<file path="src/rtl/subtractor.sv">
// Registered unsigned subtractor: in1 - in2 through a ripple-borrow chain of
// full-subtractor cells, with registered borrow (underflow) and zero flags.
module subtractor #(
  parameter int unsigned bits     = 8,
  parameter bit          SATURATE = 1'b0
) (
  input  logic            clk,
  input  logic            rst,
  input  logic            in_valid,
  input  logic [bits-1:0] in1,
  input  logic [bits-1:0] in2,
  output logic [bits-1:0] out,
  output logic            out_valid,
  output logic            borrow,
  output logic            zero
);

  logic [bits-1:0] diff;
  logic            borrow_d;
  logic [bits-1:0] out_d;
  logic            zero_d;

  logic [bits-1:0] out_q;
  logic            out_valid_q;
  logic            borrow_q;
  logic            zero_q;

  // Borrow is carried in a scalar so the chain has no self-referencing vector.
  always_comb begin
    logic br;
    diff = '0;
    br   = 1'b0;
    for (int unsigned i = 0; i < bits; i++) begin
      diff[i] = in1[i] ^ in2[i] ^ br;
      br      = (~in1[i] & in2[i]) | (~(in1[i] ^ in2[i]) & br);
    end
    borrow_d = br;
  end

  always_comb begin
    out_d  = (SATURATE && borrow_d) ? '0 : diff;
    zero_d = (out_d == '0);
  end

  always_ff @(posedge clk) begin
    if (rst) begin
      out_q       <= '0;
      out_valid_q <= 1'b0;
      borrow_q    <= 1'b0;
      zero_q      <= 1'b0;
    end else begin
      out_valid_q <= in_valid;
      if (in_valid) begin
        out_q    <= out_d;
        borrow_q <= borrow_d;
        zero_q   <= zero_d;
      end
    end
  end

  assign out       = out_q;
  assign out_valid = out_valid_q;
  assign borrow    = borrow_q;
  assign zero      = zero_q;

endmodule

</file>
<file path="config.mk">
export PLATFORM = sky130hd
export DESIGN_NAME = subtractor
export DESIGN_NICKNAME = d
export VERILOG_FILES = /design/src/rtl/subtractor.sv
export SDC_FILE = /design/constraint.sdc
export NUM_CORES = 1
export LEC_CHECK = 0
export ABC_AREA = 1
export ABC_CLOCK_PERIOD_IN_PS = 6100
export BUFFER_PORTS_ARGS = -buffer_cell sky130_fd_sc_hd__buf_4
export CORE_MARGIN = 2
export CORE_UTILIZATION = 47
export DETAILED_ROUTE_END_ITERATION = 8
export GPL_TIMING_DRIVEN = 0
export HOLD_SLACK_MARGIN = 0.12
export PLACE_DENSITY = 0.86
export SLEW_MARGIN = 10
export SYNTH_ARGS = -nofsm -noshare
export SYNTH_HDL_FRONTEND = slang
export SYNTH_SLANG_ARGS = --single-unit
</file>
<file path="constraint.sdc">
create_clock -name clk -period 6.1 [get_ports clk]
set_clock_uncertainty 0.1 [all_clocks]
set_input_delay 0.61 -clock clk [delete_from_list [all_inputs] [get_ports clk]]
set_output_delay 0.61 -clock clk [all_outputs]
set_load 0.02 [all_outputs]
</file>
==> results of run 1 <==
-- critical path, stage by stage --
cell and delay (ps):
buf_4 80, inv_1 30, ha_1 190, fa_1 410
fa_1 400, fa_1 380, fa_1 390, fa_1 390
fa_1 370, inv_1 80, fa_1 400, inv_1 80
nand2_1 60, nor2_1 90, nand2_1 60, a21oi_1 110
-- per-layer routing --
| layer | GRT usage (%) | up-vias | wire length (µm) |
|---|---|---|---|
| li1 | - | 253 | - |
| met1 | 20.9 | 255 | 525 |
| met2 | 32.0 | 22 | 669 |
| met3 | 3.26 | 3 | 83 |
| met4 | 7.50 | 0 | 12 |
| met5 | 0 | - | 0 |
-- stage by stage --
stage	utilization [%]	instance area [µm²]	total power [mW]	instances
detailed placement	67.6	868	0.146	104
global route	69.6	895	0.205	108
global placement	67.6	868	0.143	104
finish	69.6	895	0.193	108
CTS	69.6	895	0.195	108
floorplan	-	639	0.120	61
-- state kept, by name, summed over array words and instances, names as in the netlist --
name	flops
borrow	1
out	8
out_valid	1
zero	1
-- cell usage after synthesis (all sizes together) --
cell | instances | area (µm²)
fa | 7 | 140
nor3b | 1 | 12.5
nand2 | 5 | 18.8
a211oi | 8 | 100
ha | 1 | 12.5
nor2 | 12 | 47.6
a21oi | 1 | 5.00
inv | 11 | 41.3
buf | 3 | 36.3
dfxtp | 11 | 220
nand3 | 1 | 5.00
-- cell families (layout without fill, tap and decap cells) --
| logic type | count (synthesis) | in the layout | synth area share (%) |
|---|---|---|---|
| flip-flops | 11 | 11 | 34.4 |
| buffers and inverters | 14 | 46 | 12.1 |
| AO/OA/AOI/OAI | 9 | 9 | 16.4 |
| AND/OR/NAND/NOR | 19 | 19 | 13.1 |
| adder cells (fa/ha/maj) | 8 | 8 | 23.9 |
-- final cells by class --
type,instances,area share [%]
Buffer,3,4.06
Clock buffer,4,2.94
Inverter,11,4.62
Multi-Input combinational cell,36,38.2
Sequential cell,11,24.6
Tap cell,15,2.10
Timing Repair Buffer,28,23.5
-- worst max path at each step --
stage	startpoint	to	slack, ps
after floorplan	in1[0]	zero	2080
after global placement	in1[0]	zero	1880
after detailed placement	in1[0]	zero	1740
after CTS	in1[0]	zero	2030
after global routing	in1[0]	zero	1880
final	in1[0]	zero	2070
-- report_power, final --
part	leakage [nW]	total [mW]	switching (mW)	internal [mW]
logic	0.327	0.0629	0.0320	0.0309
registers	0.0913	0.0808	0.00307	0.0778
clock network	0.0150	0.0496	0.0243	0.0253
total	0.433	0.193	0.0594	0.134
==> summary.txt, run 1 <==
Synth
  – Unique cell type count in the Yosys netlist: 14
  – Seq/Total Area, Yosys: roughly a third
  – Synth Instances: 61
  – Synth warn: 0
  – Synth Register Bits: 11
  – Syn nets: 88
  – Syn Area/Cell: between 10 and 15 µm²
  – Cell area after synthesis: 639 µm²

Clock tree
  – CTS Buf Count: 3
  – CTS HTree Levels: 1
  – CTS tree: yes
  – Clk slew on worst S/H paths: around 70 ps
  – Clk_lat worst skew: roughly 270 ps
  – # Post-CTS Setup Buffers: 0
  – Bufs on Longest Clock Path: 2
  – Clk root buf: clkbuf_4
  – Sink Count: 11
  – Post_cts resized: 0
  – Hold buffers post-CTS: 0

STA
  – F_max: about 250 MHz
  – Setup tns final: 0 ps
  – Slew margin rel.: between 80% and 90%
  – Pins Over Slew Limit: 0
  – Final WS setup: between 2000 and 2500 ps
  – Crit path time final: a little over 4000 ps
  – RSZ-0062 raised after global routing: no
  – Hold_ws: roughly 370 ps
  – Setup Viol. Count Final: 0
  – Fin crit share: ~66%
  – Least-Margin Pin Slew: about 260 ps
  – Fin. Hold Viols: 0

Critical path
  – CP max FO: 2
  – Startpoint Class: input port
  – Worst r2r dst: out[2]
  – R2r startpoint: out[2]
  – Crit path kind: input port to flip-flop
  – Reg2Reg Depth: 2
  – Worst Path Required: a little over 6000 ps
  – Crit. End Element: flip-flop
  – Crit path DAT: 4140 ps
  – R2R setup slack: approximately 5400 ps

Placement
  – GP Congestion: 0.657
  – Post-detail-place hpwl: between 1 and 1.5 mm
  – Number of port buffers: 28
  – Place WS: ~1700 ps

Die
  – Core Area: roughly 0.0013 mm²
  – Die footprint: 0.00167 mm²
  – Row cnt: 13
  – Die Height: 40.9 µm
  – Initial core utilization: 49.8%
  – Chip width: a little over 40 µm
  – Io pins: 30

Drt
  – Drt first pass iters: 2
  – DRC violation count after routing: 0
  – Final ANT Viol Nets: 0
  – Vias per cell: 4.94
  – Total wire length: 1.29 mm
  – Per-cell routed wire length: 12.0 µm
  – Vias: between 500 and 600
  – Initial drt markers: 3

Hold path
  – Min-Delay Path Class: flip-flop to flip-flop
  – Worst Hold End: zero
  – Worst hold start: zero
  – WHS Path Cells: 2

GRT
  – GRT Resource Usage Total: 18.1%
  – First-pass GRT wire length: between 1.5 and 2 mm
  – Initial antenna violation count: 0
  – Gr ovfl total: 0
  – Vias in the first global route: about 500
  – Largest net degree at the start of global routing: 11

Status
  – Outcome: completed

Finish
  – Area of the multi-input gates: around 340 µm²
  – Leading cell types in the layout, fill and taps excluded: buf_4, inv_1, nor2_1, dfxtp_1, a211oi_2
  – Area growth, synth to finish: 39.9%
  – Sequential cell area: 220 µm²
  – Layout cells sized above 1: approximately 47%
  – Fillers: between 100 and 150
  – Ant. Diodes: 0
  – Final nets: around 120
  – Most common cell after layout, fill and taps aside: buf_4

Power
  – Maximum vdd drop: 0.124 mV
  – PD cells: approximately 220 mW/mm²
  – Static leakage: roughly 0.43 nW

Flow run
  – Max-Cap Viols: 0
Power figures use the tool's default switching activity.
==> run 2, diff against run 1 <==
ABC_CLOCK_PERIOD_IN_PS = 3800   (was 6100)
CORE_UTILIZATION = 44   (was 47)
PLACE_DENSITY = 0.81   (was 0.86)
clock period = 3.8 ns   (was 6.1 ns; I/O delays follow)
==> run 2 against run 1 <==
Compared with the run above: combinational power increased by 64%; count of clock-buffer cells in the layout unchanged; sequential share of layout area decreased by 0.27 points; first-iteration DRC count increased by 130%; via count decreased by 3.4%.
==> summary.txt, run 2 (same netlist as run 1, synthesis figures left out) <==
Status
  – Outcome: completed

Clock tree
  – Bufs on Longest Clock Path: 2 (unchanged)
  – Clk root buf: clkbuf_4
  – Clk_lat worst skew: 270 ps (about the same)
  – CTS HTree Levels: 1 (unchanged)
  – Sink Count: 11 (unchanged)
  – CTS Buf Count: 3 (unchanged)
  – Clk slew on worst S/H paths: 80 ps (about the same)
  – CTS tree: yes
  – # Post-CTS Setup Buffers: 0 (unchanged)

STA
  – Fin. Hold Viols: 0 (unchanged)
  – Slew margin rel.: 82.1% (-0.92 points)
  – RSZ-0062 raised after global routing: no
  – Fin crit share: 94.7%
  – Setup Viol. Count Final: 0 (unchanged)
  – Least-Margin Pin Slew: 269 ps (+13.7 ps)
  – Crit path time final: approximately 3600 ps
  – Pins Over Slew Limit: 0 (unchanged)
  – F_max: 278 MHz

Die
  – Core Area: 0.00133 mm² (+3.8%)
  – Chip width: 42.1 µm (+3.0%)
  – Row cnt: 13 (unchanged)
  – Die Height: 42.1 µm (+3.0%)
  – Die footprint: 0.00177 mm² (+6.2%)
  – Initial core utilization: 47.9% (-1.8 points)
  – Io pins: 30 (unchanged)

Finish
  – Fin util: 67.8% (-1.8 points)
  – Area growth, synth to finish: 41.5%
  – Layout cells sized above 1: 51.6% (+4.3 points)
  – Leading cell types in the layout, fill and taps excluded: buf_4, inv_1, nor2_1, dfxtp_1, a211oi_2
  – Most common cell after layout, fill and taps aside: buf_4
  – Fillers: 116 (+13%)
  – Final nets: 121 (unchanged)
  – Ant. Diodes: 0 (unchanged)
  – Largest register FFs: 8 (unchanged)
  – Post-Layout Cell Count: 108 (unchanged)

Power
  – Static leakage: 0.430 nW (-0.84%)
  – Internal power: 217 µW (+62%)
  – Clk pwr share: 26.1% (+0.4 points)
  – PD cells: 348 mW/mm² (+61%)
  – Switching share of power: 31.1% (+0.43 points)
  – Sequential Power Share: 41.2% (-0.6 points)
  – Total power: 315 µW (+63%)
  – Psw: 98.0 µW (+65%)
  – Maximum vdd drop: 0.258 mV (+110%)
  – Combinational group share of total power: 32.7% (+0.2 points)

Drt
  – DRC violation count after routing: 0 (unchanged)
  – Drt first pass iters: 2 (unchanged)
  – Final ANT Viol Nets: 0 (unchanged)
  – Vias per cell: 4.77 (-3.4%)
  – Initial drt markers: 7 (+4)
  – Vias: 515 (-3.4%)
  – Per-cell routed wire length: 12.6 µm (+5.3%)
  – Total wire length: 1.36 mm (+5.3%)

Critical path
  – Crit path kind: input port to flip-flop
  – Crit. End Element: flip-flop
  – Worst Path Required: 3900 ps (-2300 ps)
  – Bufs and invs on worst path: 4 (unchanged)
  – Crit-path most repeated cell: fa_2
  – Cell family with most CP delay: adder cells
  – Startpoint Class: input port
  – Max incr delay on CP: 400 ps (about the same)
  – CP max FO: 2 (unchanged)
  – CP cell instances: buf_4 -> inv_1 -> ha_1 -> fa_2 -> fa_1 -> fa_2 -> fa_2 -> fa_2 -> fa_1 -> inv_1 -> fa_1 -> inv_1 -> nand2_1 -> nor2_1 -> nand2_1 -> a21oi_1
  – Crit-path slowest cell: fa_1
  – R2R setup slack: 3090 ps (-2300 ps)
  – Crit path DAT: 3700 ps (-440 ps)

Hold path
  – Min-Delay Path Class: input port to flip-flop

Placement
  – Post-detail-place hpwl: 1.09 mm (+0.64%)
  – GP Congestion: 0.710 (+8.1%)
  – Placed insts: 104 (unchanged)
  – Number of port buffers: 28 (unchanged)

GRT
  – First-pass GRT wire length: 2.29 mm (+18%)
  – GRT Resource Usage Total: 16.9% (-1.2 points)
  – Initial antenna violation count: 0 (unchanged)
  – Largest net degree at the start of global routing: 11 (unchanged)
  – Gr ovfl total: 0 (unchanged)
  – Vias in the first global route: 538 (+7.4%)

Flow run
  – Max-Cap Viols: 0 (unchanged)
## run 2: cell counts in the layout (fill, tap and decap cells not counted)
No cell type changed its count.
## run 2: final cells by class
cell class	count	area (µm²)	area share, %
flip-flops and latches	11	220	24.3
plain buffers	3	36.3	4.01
repair buffers	28	210	23.2
clock buffers	4	26.3	2.90
multi-input cells	36	352	38.9
well taps	15	18.8	2.07
inverters	11	41.3	4.56
## run 2: layer usage
| layer | GRT usage (%) | wire, µm | up-vias |
|---|---|---|---|
| li1 | - | - | 252 |
| met1 | 18.9 | 532 | 233 |
| met2 | 30.0 | 682 | 27 |
| met3 | 5.60 | 134 | 3 |
| met4 | 5.63 | 11 | 0 |
| met5 | 0 | 0 | - |
## run 2: path summary, 6_finish.rpt
path	from	end	cells past startpoint
hold reg to reg	zero	zero	2
setup reg to reg	out[7]	out[7]	2
hold / removal	rst	borrow	2
setup / recovery	in1[0]	zero	16
## run 2: per-stage QoR
| stage | setup slack (ps) | area (µm²) | hold WS [ps] | setup TNS, ps |
|---|---|---|---|---|
| after global routing | 15.8 | 905 | 167 | 0 |
| after CTS | 22.0 | 897 | 171 | 0 |
| after floorplan | 12.3 | 639 | 353 | 0 |
| after global placement | -183 | 868 | 356 | -330 |
| after detailed placement | -311 | 868 | 380 | -543 |
| final | 200 | 905 | 165 | 0 |
## run 2: what timing repair did
action / CTS / global route
endpoints found under the setup margin: 1 / 1
resized for setup: 1 / 3
hold buffers: 0 / 0
cloned: 0 / 0
## run 2: worst reg2reg max path: stages, from the launching register on
cell and delay (ps):
dfxtp_1 360, nor2_2 60, nor3b_2 130
## run 2: power by group through the flow
stage / registers, mW / logic, mW / clock network, mW
floorplan: 0.144 / 0.0496 / 0
global placement: 0.132 / 0.0986 / 0
detailed placement: 0.132 / 0.102 / 0
CTS: 0.130 / 0.103 / 0.0812
global route: 0.131 / 0.114 / 0.0853
finish: 0.130 / 0.103 / 0.0821
==> run 3, diff against run 2 <==
CORE_MARGIN = 10   (was 2)
==> run 3 against run 2 <==
Compared with the run above: die area is 90% higher; critical path depth unchanged; cell count is the same; flip-flop and latch count is the same; design area down 0.55%; non-clock buffer count is the same; worst setup slack worse by 63 ps; combinational power about the same; critical path type unchanged; highest routed layer unchanged.
==> summary.txt, run 3 (same netlist as run 1, synthesis figures left out) <==
Die
  – Initial core utilization: 47.9% (unchanged)
  – Core Area: 0.00133 mm² (unchanged)
  – Io pins: 30 (unchanged)
  – Die Height: 58.1 µm (+38%)
  – Die footprint: 0.00338 mm² (+90%)
  – Chip width: 58.1 µm (+38%)
  – Row cnt: 13 (unchanged)

STA
  – Setup Viol. Count Final: 0 (unchanged)
  – Pins Over Slew Limit: 0 (unchanged)
  – F_max: 273 MHz (-1.7%)
  – Fin crit share: 96.4% (+1.7 points)
  – Slew margin rel.: 82.9% (+0.84 points)
  – Setup tns final: 0 ps (unchanged)
  – Least-Margin Pin Slew: 256 ps (-12.7 ps)
  – RSZ-0062 raised after global routing: no
  – Crit path time final: 3660 ps (+63.1 ps)
  – Fin. Hold Viols: 0 (unchanged)

Clock tree
  – # Post-CTS Setup Buffers: 0 (unchanged)
  – Hold buffers post-CTS: 0 (unchanged)
  – Clk_lat worst skew: 260 ps (about the same)
  – CTS tree: yes
  – CTS HTree Levels: 1 (unchanged)
  – Clk slew on worst S/H paths: 60 ps (-20 ps)
  – Clk root buf: clkbuf_4
  – CTS Buf Count: 3 (unchanged)
  – Sink Count: 11 (unchanged)
  – Bufs on Longest Clock Path: 2 (unchanged)

Power
  – Static leakage: 0.432 nW (+0.45%)
  – Maximum vdd drop: 0.218 mV (-15%)
  – PD cells: 344 mW/mm² (-1.2%)

Hold path
  – Min-Delay Path Class: input port to flip-flop
  – Worst hold start: rst
  – WHS Path Cells: 2 (unchanged)
  – Worst Hold End: borrow

Finish
  – Area growth, synth to finish: 40.7%
  – Finished Cell Area: 900 µm² (-0.55%)
  – Sequential cell area: 220 µm² (unchanged)
  – Final nets: 121 (unchanged)
  – Fillers: 120 (+3.4%)
  – Leading cell types in the layout, fill and taps excluded: buf_4, inv_1, nor2_1, dfxtp_1, a211oi_2
  – Ant. Diodes: 0 (unchanged)
  – Most common cell after layout, fill and taps aside: buf_4
  – Largest register FFs: 8 (unchanged)
  – Area of the multi-input gates: 347 µm² (-1.4%)
  – Layout cells sized above 1: 49.5% (-2.2 points)

Placement
  – GP Congestion: 0.701 (-1.3%)
  – Number of port buffers: 28 (unchanged)
  – Placed cell area: 868 µm² (unchanged)
  – Post-detail-place hpwl: 1.27 mm (+17%)

Drt
  – Final ANT Viol Nets: 0 (unchanged)
  – DRC violation count after routing: 0 (unchanged)
  – Initial drt markers: 8 (+1)
  – Total wire length: 1.51 mm (+11%)
  – Drt first pass iters: 4 (+2)
  – Vias per cell: 4.69 (-1.6%)
  – Vias: 507 (-1.6%)
  – Per-cell routed wire length: 14.0 µm (+11%)

GRT
  – Gr ovfl total: 0 (unchanged)
  – Vias in the first global route: 532 (-1.1%)
  – Initial antenna violation count: 0 (unchanged)
  – GRT Resource Usage Total: 9.07% (-7.8 points)
  – Largest net degree at the start of global routing: 11 (unchanged)
  – First-pass GRT wire length: 2.45 mm (+6.9%)

Critical path
  – WP depth: 16 (unchanged)
  – Crit-path slowest cell: fa_1
  – Worst r2r dst: out[7]
  – Reg2Reg Depth: 2 (unchanged)
  – Crit path kind: input port to flip-flop
  – Startpoint Class: input port
  – CP max FO: 2 (unchanged)
  – CP cell instances: buf_4 -> inv_1 -> ha_1 -> fa_1 -> fa_1 -> fa_2 -> fa_1 -> fa_2 -> fa_1 -> inv_1 -> fa_1 -> inv_1 -> nand2_1 -> nor2_1 -> nand2_1 -> a21oi_1
  – R2R setup slack: 3100 ps (about the same)
  – Crit path DAT: 3760 ps (+60 ps)
  – Max incr delay on CP: 400 ps (about the same)
  – Crit-path most repeated cell: fa_1
  – Worst Path Required: 3900 ps (about the same)
  – Cell family with most CP delay: adder cells
  – Bufs and invs on worst path: 4 (unchanged)
  – Crit. End Element: flip-flop
  – R2r startpoint: out[7]

Flow run
  – Max-Cap Viols: 0 (unchanged)

Status
  – Outcome: completed
-- run 3: cell counts in the layout (fill, tap and decap cells not counted) --
Identical to the previous run, type by type.
-- run 3: area by class of cell --
| type | count | area share, % |
|---|---|---|
| Sequential cell | 11 | 24.5 |
| Multi-Input combinational cell | 36 | 38.5 |
| Timing Repair Buffer | 28 | 23.4 |
| Inverter | 11 | 4.59 |
| Tap cell | 15 | 2.09 |
| Buffer | 3 | 4.03 |
| Clock buffer | 4 | 2.92 |
-- run 3: how the worst max path moves through the flow --
stage	end	slack, ps	from
after floorplan	zero	10	in1[0]
after global placement	zero	-190	in1[0]
after detailed placement	zero	-270	in1[0]
after CTS	zero	9	in1[0]
after global routing	zero	1	in1[0]
final	zero	140	in1[0]
-- run 3: per-layer routing --
metal  track usage [%]  up-vias  share of wire (%)
met1              10.9      219                 44
met3              6.10        5                 13
met5                 0        -                  0
li1                  -      254                  -
met2              12.1       29                 42
met4              4.03        0                1.5
-- run 3: per-stage QoR --
step                hold WS, ps  util (%)  power [mW]  setup WS [ps]  std cells
finish                      177      67.4       0.309            137        108
CTS                         174      67.1       0.313           8.81        108
global placement            356      65.1       0.232           -186        104
detailed placement          361      65.1       0.235           -270        104
global route                175      67.4       0.328           1.18        108
floorplan                   353         -       0.193           12.3         61
-- run 3: timing repair --
action	CTS	global route
gates resized for setup	0	2
endpoints found under the setup margin	0	2
hold endpoints to repair	0	0
-- run 3: where the power goes --
part / switching [mW] / internal (mW)
clock: 0.0374 / 0.0406
combinational: 0.0514 / 0.0504
sequential: 0.00469 / 0.125
total: 0.0935 / 0.216
-- run 3: worst reg2reg max path: cells and delay by family (launching register included) --
kind / cells / cell delay, ps
flip-flops: 1 / 340
AND/OR/NAND/NOR: 2 / 190
